File: config.mk
export PLATFORM = sky130hd
export DESIGN_NAME = leaderboard_tracker
export DESIGN_NICKNAME = d
export VERILOG_FILES = /design/src/rtl/leaderboard_pkg.sv /design/src/rtl/bin2bcd_seq.sv /design/src/rtl/leaderboard_tracker.sv
export SDC_FILE = /design/constraint.sdc
export NUM_CORES = 1
export LEC_CHECK = 0
export ABC_AREA = 0
export BUFFER_PORTS_ARGS = -buffer_cell sky130_fd_sc_hd__buf_2
export CORE_MARGIN = 1.5
export CORE_UTILIZATION = 25
export DETAILED_ROUTE_END_ITERATION = 8
export HOLD_SLACK_MARGIN = 0.02
export SLEW_MARGIN = 25
export SYNTH_ARGS = -nofsm -noshare
export SYNTH_HDL_FRONTEND = slang
export SYNTH_SLANG_ARGS = --single-unit
File: constraint.sdc
create_clock -name clk -period 5.31 [get_ports clk]
set_clock_uncertainty 0.2 [all_clocks]
set_input_delay 1.062 -clock clk [delete_from_list [all_inputs] [get_ports clk]]
set_output_delay 1.062 -clock clk [all_outputs]
set_load 0.01 [all_outputs]
File: src/rtl/leaderboard_pkg.sv
// Shared types and constants for the leaderboard tracker: FSM states,
// the game-finished mode code and the seven-segment glyph table.
package leaderboard_pkg;

   typedef enum logic [1:0] {IDLE, SCAN, INSERT, CONVERT} state_t;

   localparam logic [2:0] FINISH = 3'b101;

   // Active-high {g,f,e,d,c,b,a}
   localparam logic [6:0] SEG7 [10] = '{
      7'b0111111, 7'b0000110, 7'b1011011, 7'b1001111, 7'b1100110,
      7'b1101101, 7'b1111101, 7'b0000111, 7'b1111111, 7'b1100111
   };

   function automatic logic [6:0] seg7_of(input logic [3:0] d);
      return (d > 4'd9) ? 7'b0000000 : SEG7[d];
   endfunction

endpackage

File: src/rtl/bin2bcd_seq.sv
// Sequential double-dabble: one shift-add-3 step per cycle for SCORE_W cycles.
// The result register is written on the final step, the same edge done is seen.
module bin2bcd_seq
#(
   parameter int SCORE_W = 8,
   parameter int DIGITS  = 3
) (
   input  logic                  clk,
   input  logic                  n_rst,
   input  logic                  clear,
   input  logic                  start,
   input  logic [SCORE_W-1:0]    bin,
   output logic                  done,
   output logic [4*DIGITS-1:0]   bcd
);
   localparam int CW = $clog2(SCORE_W + 1);

   logic [SCORE_W-1:0]  shift_reg;
   logic [4*DIGITS-1:0] work_reg;
   logic [4*DIGITS-1:0] adj;
   logic [4*DIGITS-1:0] bcd_reg;
   logic [CW-1:0]       cnt_reg;
   logic                active_reg;

   for (genvar gi = 0; gi < DIGITS; gi++) begin : g_add3
      assign adj[4*gi +: 4] = (work_reg[4*gi +: 4] >= 4'd5) ?
                              work_reg[4*gi +: 4] + 4'd3 : work_reg[4*gi +: 4];
   end

   assign done = active_reg && (cnt_reg == CW'(SCORE_W - 1));
   assign bcd  = bcd_reg;

   always_ff @(posedge clk or negedge n_rst) begin
      if (!n_rst) begin
         shift_reg  <= '0;
         work_reg   <= '0;
         bcd_reg    <= '0;
         cnt_reg    <= '0;
         active_reg <= 1'b0;
      end else if (clear) begin
         shift_reg  <= '0;
         work_reg   <= '0;
         bcd_reg    <= '0;
         cnt_reg    <= '0;
         active_reg <= 1'b0;
      end else begin
         if (active_reg) begin
            work_reg  <= {adj[4*DIGITS-2:0], shift_reg[SCORE_W-1]};
            shift_reg <= shift_reg << 1;
            cnt_reg   <= cnt_reg + CW'(1);
            if (done) begin
               bcd_reg    <= {adj[4*DIGITS-2:0], shift_reg[SCORE_W-1]};
               active_reg <= 1'b0;
            end
         end
         // A restart may coincide with the last step of the previous run
         if (start) begin
            shift_reg  <= bin;
            work_reg   <= '0;
            cnt_reg    <= '0;
            active_reg <= 1'b1;
         end
      end
   end

endmodule

File: src/rtl/leaderboard_tracker.sv
// Sorted top-DEPTH score table with one insertion per entry into FINISH,
// rank reporting and a seven-segment view of any selected entry.
module leaderboard_tracker
   import leaderboard_pkg::*;
#(
   parameter int         SCORE_W = 8,
   parameter int         DEPTH   = 4,
   parameter int         DIGITS  = 3,
   parameter logic [2:0] FINISH  = leaderboard_pkg::FINISH
) (
   input  logic                         clk,
   input  logic                         n_rst,
   input  logic [SCORE_W-1:0]           score,
   input  logic [2:0]                   mode,
   input  logic                         clear,
   input  logic [$clog2(DEPTH)-1:0]     sel_rank,
   output logic [7*DIGITS-1:0]          ss_disp,
   output logic [$clog2(DEPTH+1)-1:0]   rank_out,
   output logic                         new_record,
   output logic                         busy
);
   localparam int IW = $clog2(DEPTH);
   localparam int RW = $clog2(DEPTH + 1);

   state_t              state_reg, state_next;
   logic [2:0]          mode_prev_reg;
   logic [IW-1:0]       sel_prev_reg, idx_reg, pos_reg;
   logic                found_reg;
   logic [SCORE_W-1:0]  score_reg, pend_score_reg;
   logic                pend_cap_reg, pend_ref_reg;
   logic [SCORE_W-1:0]  tbl_reg  [DEPTH];
   logic [SCORE_W-1:0]  tbl_next [DEPTH];
   logic [DEPTH-1:0]    valid_reg, valid_next;
   logic [RW-1:0]       rank_reg;
   logic                new_record_reg;

   logic trigger, leave_finish, sel_change, ready, take_pend, take_new;
   logic hit, ins, conv_start, conv_done;
   logic [SCORE_W-1:0]  operand;
   logic [4*DIGITS-1:0] bcd;

   assign trigger      = (mode == FINISH) && (mode_prev_reg != FINISH);
   assign leave_finish = (mode != FINISH) && (mode_prev_reg == FINISH);
   assign sel_change   = (sel_rank != sel_prev_reg);
   // ready: the FSM is free to pick its next job this cycle
   assign ready        = (state_reg == IDLE) || ((state_reg == CONVERT) && conv_done);
   assign take_pend    = ready && pend_cap_reg;
   assign take_new     = ready && !pend_cap_reg && trigger;
   assign hit          = !valid_reg[idx_reg] || (score_reg > tbl_reg[idx_reg]);
   assign ins          = (state_reg == INSERT) && found_reg;

   for (genvar gi = 0; gi < DEPTH; gi++) begin : g_shift
      logic [SCORE_W-1:0] above;
      logic               above_v;
      if (gi == 0) begin : g_top
         assign above   = '0;
         assign above_v = 1'b0;
      end else begin : g_rest
         assign above   = tbl_reg[gi-1];
         assign above_v = valid_reg[gi-1];
      end
      assign tbl_next[gi]   = (!ins || gi < int'(pos_reg)) ? tbl_reg[gi] :
                              (gi == int'(pos_reg)) ? score_reg : above;
      assign valid_next[gi] = (!ins || gi < int'(pos_reg)) ? valid_reg[gi] :
                              (gi == int'(pos_reg)) ? 1'b1 : above_v;
   end

   // Operand comes from the post-insert table so the new score is visible at once
   assign operand = valid_next[sel_rank] ? tbl_next[sel_rank] : '0;

   always_ff @(posedge clk or negedge n_rst) begin
      if (!n_rst) state_reg <= IDLE;
      else        state_reg <= state_next;
   end

   always_comb begin
      state_next = state_reg;
      if (clear) begin
         state_next = IDLE;
      end else if (ready) begin
         if (take_pend || take_new)          state_next = SCAN;
         else if (pend_ref_reg || sel_change) state_next = CONVERT;
         else                                 state_next = IDLE;
      end else begin
         case (state_reg)
            SCAN:    if (idx_reg == IW'(DEPTH - 1)) state_next = INSERT;
            INSERT:  state_next = CONVERT;
            default: state_next = state_reg;
         endcase
      end
   end

   always_comb begin
      busy       = (state_reg != IDLE);
      conv_start = (state_next == CONVERT) && ((state_reg != CONVERT) || conv_done);
   end

   always_ff @(posedge clk or negedge n_rst) begin
      if (!n_rst) begin
         mode_prev_reg  <= '0;
         sel_prev_reg   <= '0;
         idx_reg        <= '0;
         pos_reg        <= '0;
         found_reg      <= 1'b0;
         score_reg      <= '0;
         pend_score_reg <= '0;
         pend_cap_reg   <= 1'b0;
         pend_ref_reg   <= 1'b0;
         for (int k = 0; k < DEPTH; k++) tbl_reg[k] <= '0;
         valid_reg      <= '0;
         rank_reg       <= '0;
         new_record_reg <= 1'b0;
      end else begin
         mode_prev_reg <= mode;
         sel_prev_reg  <= sel_rank;
         if (clear) begin
            for (int k = 0; k < DEPTH; k++) tbl_reg[k] <= '0;
            valid_reg      <= '0;
            idx_reg        <= '0;
            pend_cap_reg   <= 1'b0;
            pend_ref_reg   <= 1'b0;
            rank_reg       <= '0;
            new_record_reg <= 1'b0;
         end else begin
            for (int k = 0; k < DEPTH; k++) tbl_reg[k] <= tbl_next[k];
            valid_reg <= valid_next;
            if (state_reg == SCAN) begin
               idx_reg   <= (idx_reg == IW'(DEPTH - 1)) ? '0 : idx_reg + IW'(1);
               found_reg <= (idx_reg == '0) ? hit : (found_reg || hit);
               if (hit && ((idx_reg == '0) || !found_reg)) pos_reg <= idx_reg;
            end
            if (state_reg == INSERT) begin
               rank_reg       <= found_reg ? RW'(pos_reg) + RW'(1) : '0;
               new_record_reg <= found_reg && (pos_reg == '0);
            end else if (leave_finish) begin
               new_record_reg <= 1'b0;
            end
            if (take_pend)     score_reg <= pend_score_reg;
            else if (take_new) score_reg <= score;
            // Serving the pending slot frees it for a trigger arriving that same cycle
            if (take_pend) begin
               pend_cap_reg   <= trigger;
               pend_score_reg <= score;
            end else if (trigger && !ready && !pend_cap_reg) begin
               pend_cap_reg   <= 1'b1;
               pend_score_reg <= score;
            end
            if (ready && !take_pend && !take_new) pend_ref_reg <= 1'b0;
            else if (sel_change)                  pend_ref_reg <= 1'b1;
         end
      end
   end

   bin2bcd_seq #(
      .SCORE_W (SCORE_W),
      .DIGITS  (DIGITS)
   ) u_bin2bcd (
      .clk   (clk),
      .n_rst (n_rst),
      .clear (clear),
      .start (conv_start),
      .bin   (operand),
      .done  (conv_done),
      .bcd   (bcd)
   );

   for (genvar gi = 0; gi < DIGITS; gi++) begin : g_seg
      assign ss_disp[7*gi +: 7] = seg7_of(bcd[4*gi +: 4]);
   end

   assign rank_out   = rank_reg;
   assign new_record = new_record_reg;

endmodule

==> results by group <==
GRT
  • Grt total ovfl: 0
  • Initial antenna violation count: 0
  • Vias in the first global route: approximately 4800
  • Global-route wire length before repair: 24600 µm
  • Gr usage total: 11.6%
  • Largest net degree at the start of global routing: 79

STA
  • Fin crit period: 3.61 ns
  • Hold WS: between 0.3 and 0.4 ns
  • Final Cycle Share: 68.0%
  • Worst Max-Slew Pin Slew: slightly below 0.9 ns
  • Final TNS setup: 0 ns
  • Max_slew headroom: 40.6%
  • RSZ-0062 raised after global routing: no
  • Final Slew Violations: 0
  • Setup-failing EPs final: 0
  • Final hold vios: 0
  • F_max: 277 MHz

Layout
  • Area of the multi-input gates: 3480 µm²
  • Final nets: 758
  • FF/Latch Area: 2680 µm²
  • Area added between synthesis and finish: 12.0%
  • Commonest non-fill, non-tap cell in the layout: dfrtp_1
  • Most frequent cells in the layout: 107 x dfrtp_1, 91 x nor2_1, 56 x nand2_1
  • Max reg flops: 24
  • Share of layout cells above drive strength 1: 12.9%
  • Design area: ~7200 µm²
  • Antenna Cells: 0
  • Fillers: between 2000 and 3000

Detailed routing
  • Via count: 4884
  • Final wirelength: roughly 15000 µm
  • 1st-iter DRT viols: 283
  • DR vias/cell: 4.72
  • Drt pass-1 iters: 4
  • Wire per inst: 14.1 µm
  • Routed Antenna Nets: 0
  • # DRC: 0

Synth
  • Leading area contributor after synthesis: dfrtp_1
  • EDFF count, synth: 0
  • XOR/XNOR Fraction of Synth Area: roughly 1.5%
  • Synth top area share: approximately 41%
  • Synth Area in Simple Gates: ~15%
  • Largest family of logic cells by synthesized area: simple AND/OR/NAND/NOR gates
  • Ys async rst share: 100%
  • Adder-Cell Fraction of Synth Area: 8.32%
  • Cell area after synthesis: 6470 µm²
  • Mapped Cells: 686
  • Ys Warns: 0
  • Post-Syn Nets: 745
  • Ranking of synthesized cells by area: dfrtp_1 41%, ha_1 8.3%, mux2i_1 8.2%
  • Multiplexer share of the synthesized area: 14.6%
  • Seq/Total Area, Yosys: 41.4%
  • Synthesized area per cell: roughly 9.4 µm²
  • Synth Area in Compound Gates: around 14%
  • Synth Flop Type: dfrtp_1
  • Post-synth cell types: 50
  • Flops & latches, synth: 107

Worst setup path
  • Worst reg-to-reg path cell count: 7
  • Setup CP Type: flop to flop
  • Crit start category: flop
  • Data required, critical path: 5.35 ns
  • R2R setup slack: 1.70 ns
  • Critical Path Sink Type: flop
  • Worst flop-to-flop path startpoint: u_bin2bcd.cnt_reg[0]
  • Crit-path max FO: 19
  • Reg2reg end: u_bin2bcd.shift_reg[4]
  • Critical Path AT: 3.65 ns
  • Setup crit start: u_bin2bcd.cnt_reg[0]

Clock tree
  • Post-CTS resize count: 0
  • Post-CTS Setup Inserts: 0
  • Cts hold-fix bufs: 0
  • Clk_lat worst skew: 0.36 ns
  • H-Tree Depth: 3
  • CTS Buf Count: 9
  • CTS clk-pin slew, worst paths: ~0.08 ns
  • Sink Count: 107
  • Clock buffer depth: 2
  • Clock root buffer: clkbuf_16
  • TritonCTS clock tree: yes

Floorplanning
  • Die ar.: 26800 µm²
  • Site Rows: 58
  • Starting density of the core: about a quarter
  • Die H: 164 µm
  • Ports: 42
  • Core area: 25300 µm²
  • Die width: 164 µm

Placed design
  • RePlAce Congestion: 0.832
  • Post-detail-place hpwl: about 10000 µm
  • Placed Area: 6940 µm²
  • Port Buffer Count: 41

Pwr
  • Part of the power in combinational logic: 32.0%
  • Clk pwr share: roughly 25%
  • Pint: 1.65 mW
  • Power Density: 363 nW/µm²
  • Register share of total power: 42.6%
  • Switching share of power: 37.3%
  • Switching pwr: 0.983 mW
  • Maximum VDD drop: 0.164 mV
  • Pleak: 3.09 nW

Worst hold path
  • Worst hold path startpoint: pend_score_reg[5]
  • WHS Endpoint: pend_score_reg[5]
  • Hold path depth: 1
  • Tightest Hold Check Type: flop to flop

Status
  • Result of the run: completed

Run
  • Number of max-cap violations: 0
cell type report:
cell class | instances | area share (%)
Clock buffer | 9 | 3.11
Clock inverter | 7 | 0.984
Inverter | 36 | 1.87
Multi-Input combinational cell | 500 | 48.0
Sequential cell | 107 | 37.0
Tap cell | 330 | 5.70
Timing Repair Buffer | 45 | 3.33
metal layers:
layer | up-vias | GRT usage (%) | wire (µm)
met5 | - | 0 | 0
met4 | 0 | 4.55 | 283
met3 | 23 | 2.10 | 570
met2 | 89 | 18.6 | 6880
met1 | 2358 | 15.5 | 6830
li1 | 2414 | - | -
cells by family (layout without fill, tap and decap cells):
family / Yosys count / in the layout
buffers and inverters: 79 / 97
AND/OR/NAND/NOR: 215 / 215
AO/OA/AOI/OAI: 152 / 152
adder cells (fa/ha/maj): 43 / 43
XOR/XNOR: 11 / 11
multiplexers: 79 / 79
flip-flops: 107 / 107
synth_stat cells, drive strengths merged (5+ instances only):
cell type    n
a22o         8
xor2         6
a2111oi      8
o21ai       52
clkbuf      29
xnor2        5
buf         14
a21oi       55
dfrtp      107
nand2       56
and3b        9
nor2        91
mux2        15
nand3       10
ha          43
inv         35
o22ai        8
mux4        11
nand3b       5
nor3        16
nand2b       7
mux2i       53
worst max-delay path, cell delays in order, from the launching register on:
cell and delay, ns:
dfrtp_1 0.39, ha_1 0.21, and4b_1 0.57, a21oi_2 0.24
or4_1 0.54, a21o_1 0.21, a211oi_4 0.70, mux2_2 0.42
power by group through the flow:
stage	Sequential, mW	Clock (mW)	Combinational (mW)
final	1.12	0.669	0.841
after global routing	1.15	0.717	0.946
after CTS	1.12	0.690	0.844
after detailed placement	1.14	0	0.838
after global placement	1.13	0	0.832
after floorplan	1.06	0	0.673
stage by stage:
step / setup WS [ns] / power, mW / util (%) / std cells
final: 1.70 / 2.63 / 28.7 / 1034
after global routing: 1.48 / 2.81 / 28.7 / 1034
after CTS: 1.69 / 2.66 / 28.7 / 1034
after detailed placement: 1.52 / 1.98 / 27.5 / 1018
after global placement: 1.60 / 1.97 / 27.5 / 1018
after floorplan: 2.25 / 1.73 / - / 686
worst max-delay path by stage:
stage | end | slack [ns] | cells past startpoint
finish | u_bin2bcd.shift_reg[4] | 1.70 | 7
global route | u_bin2bcd.shift_reg[7] | 1.48 | 8
CTS | u_bin2bcd.shift_reg[4] | 1.69 | 7
detailed placement | u_bin2bcd.shift_reg[4] | 1.52 | 7
global placement | u_bin2bcd.shift_reg[5] | 1.60 | 7
floorplan | u_bin2bcd.shift_reg[7] | 2.25 | 7
(Power assumes the default switching activity.)
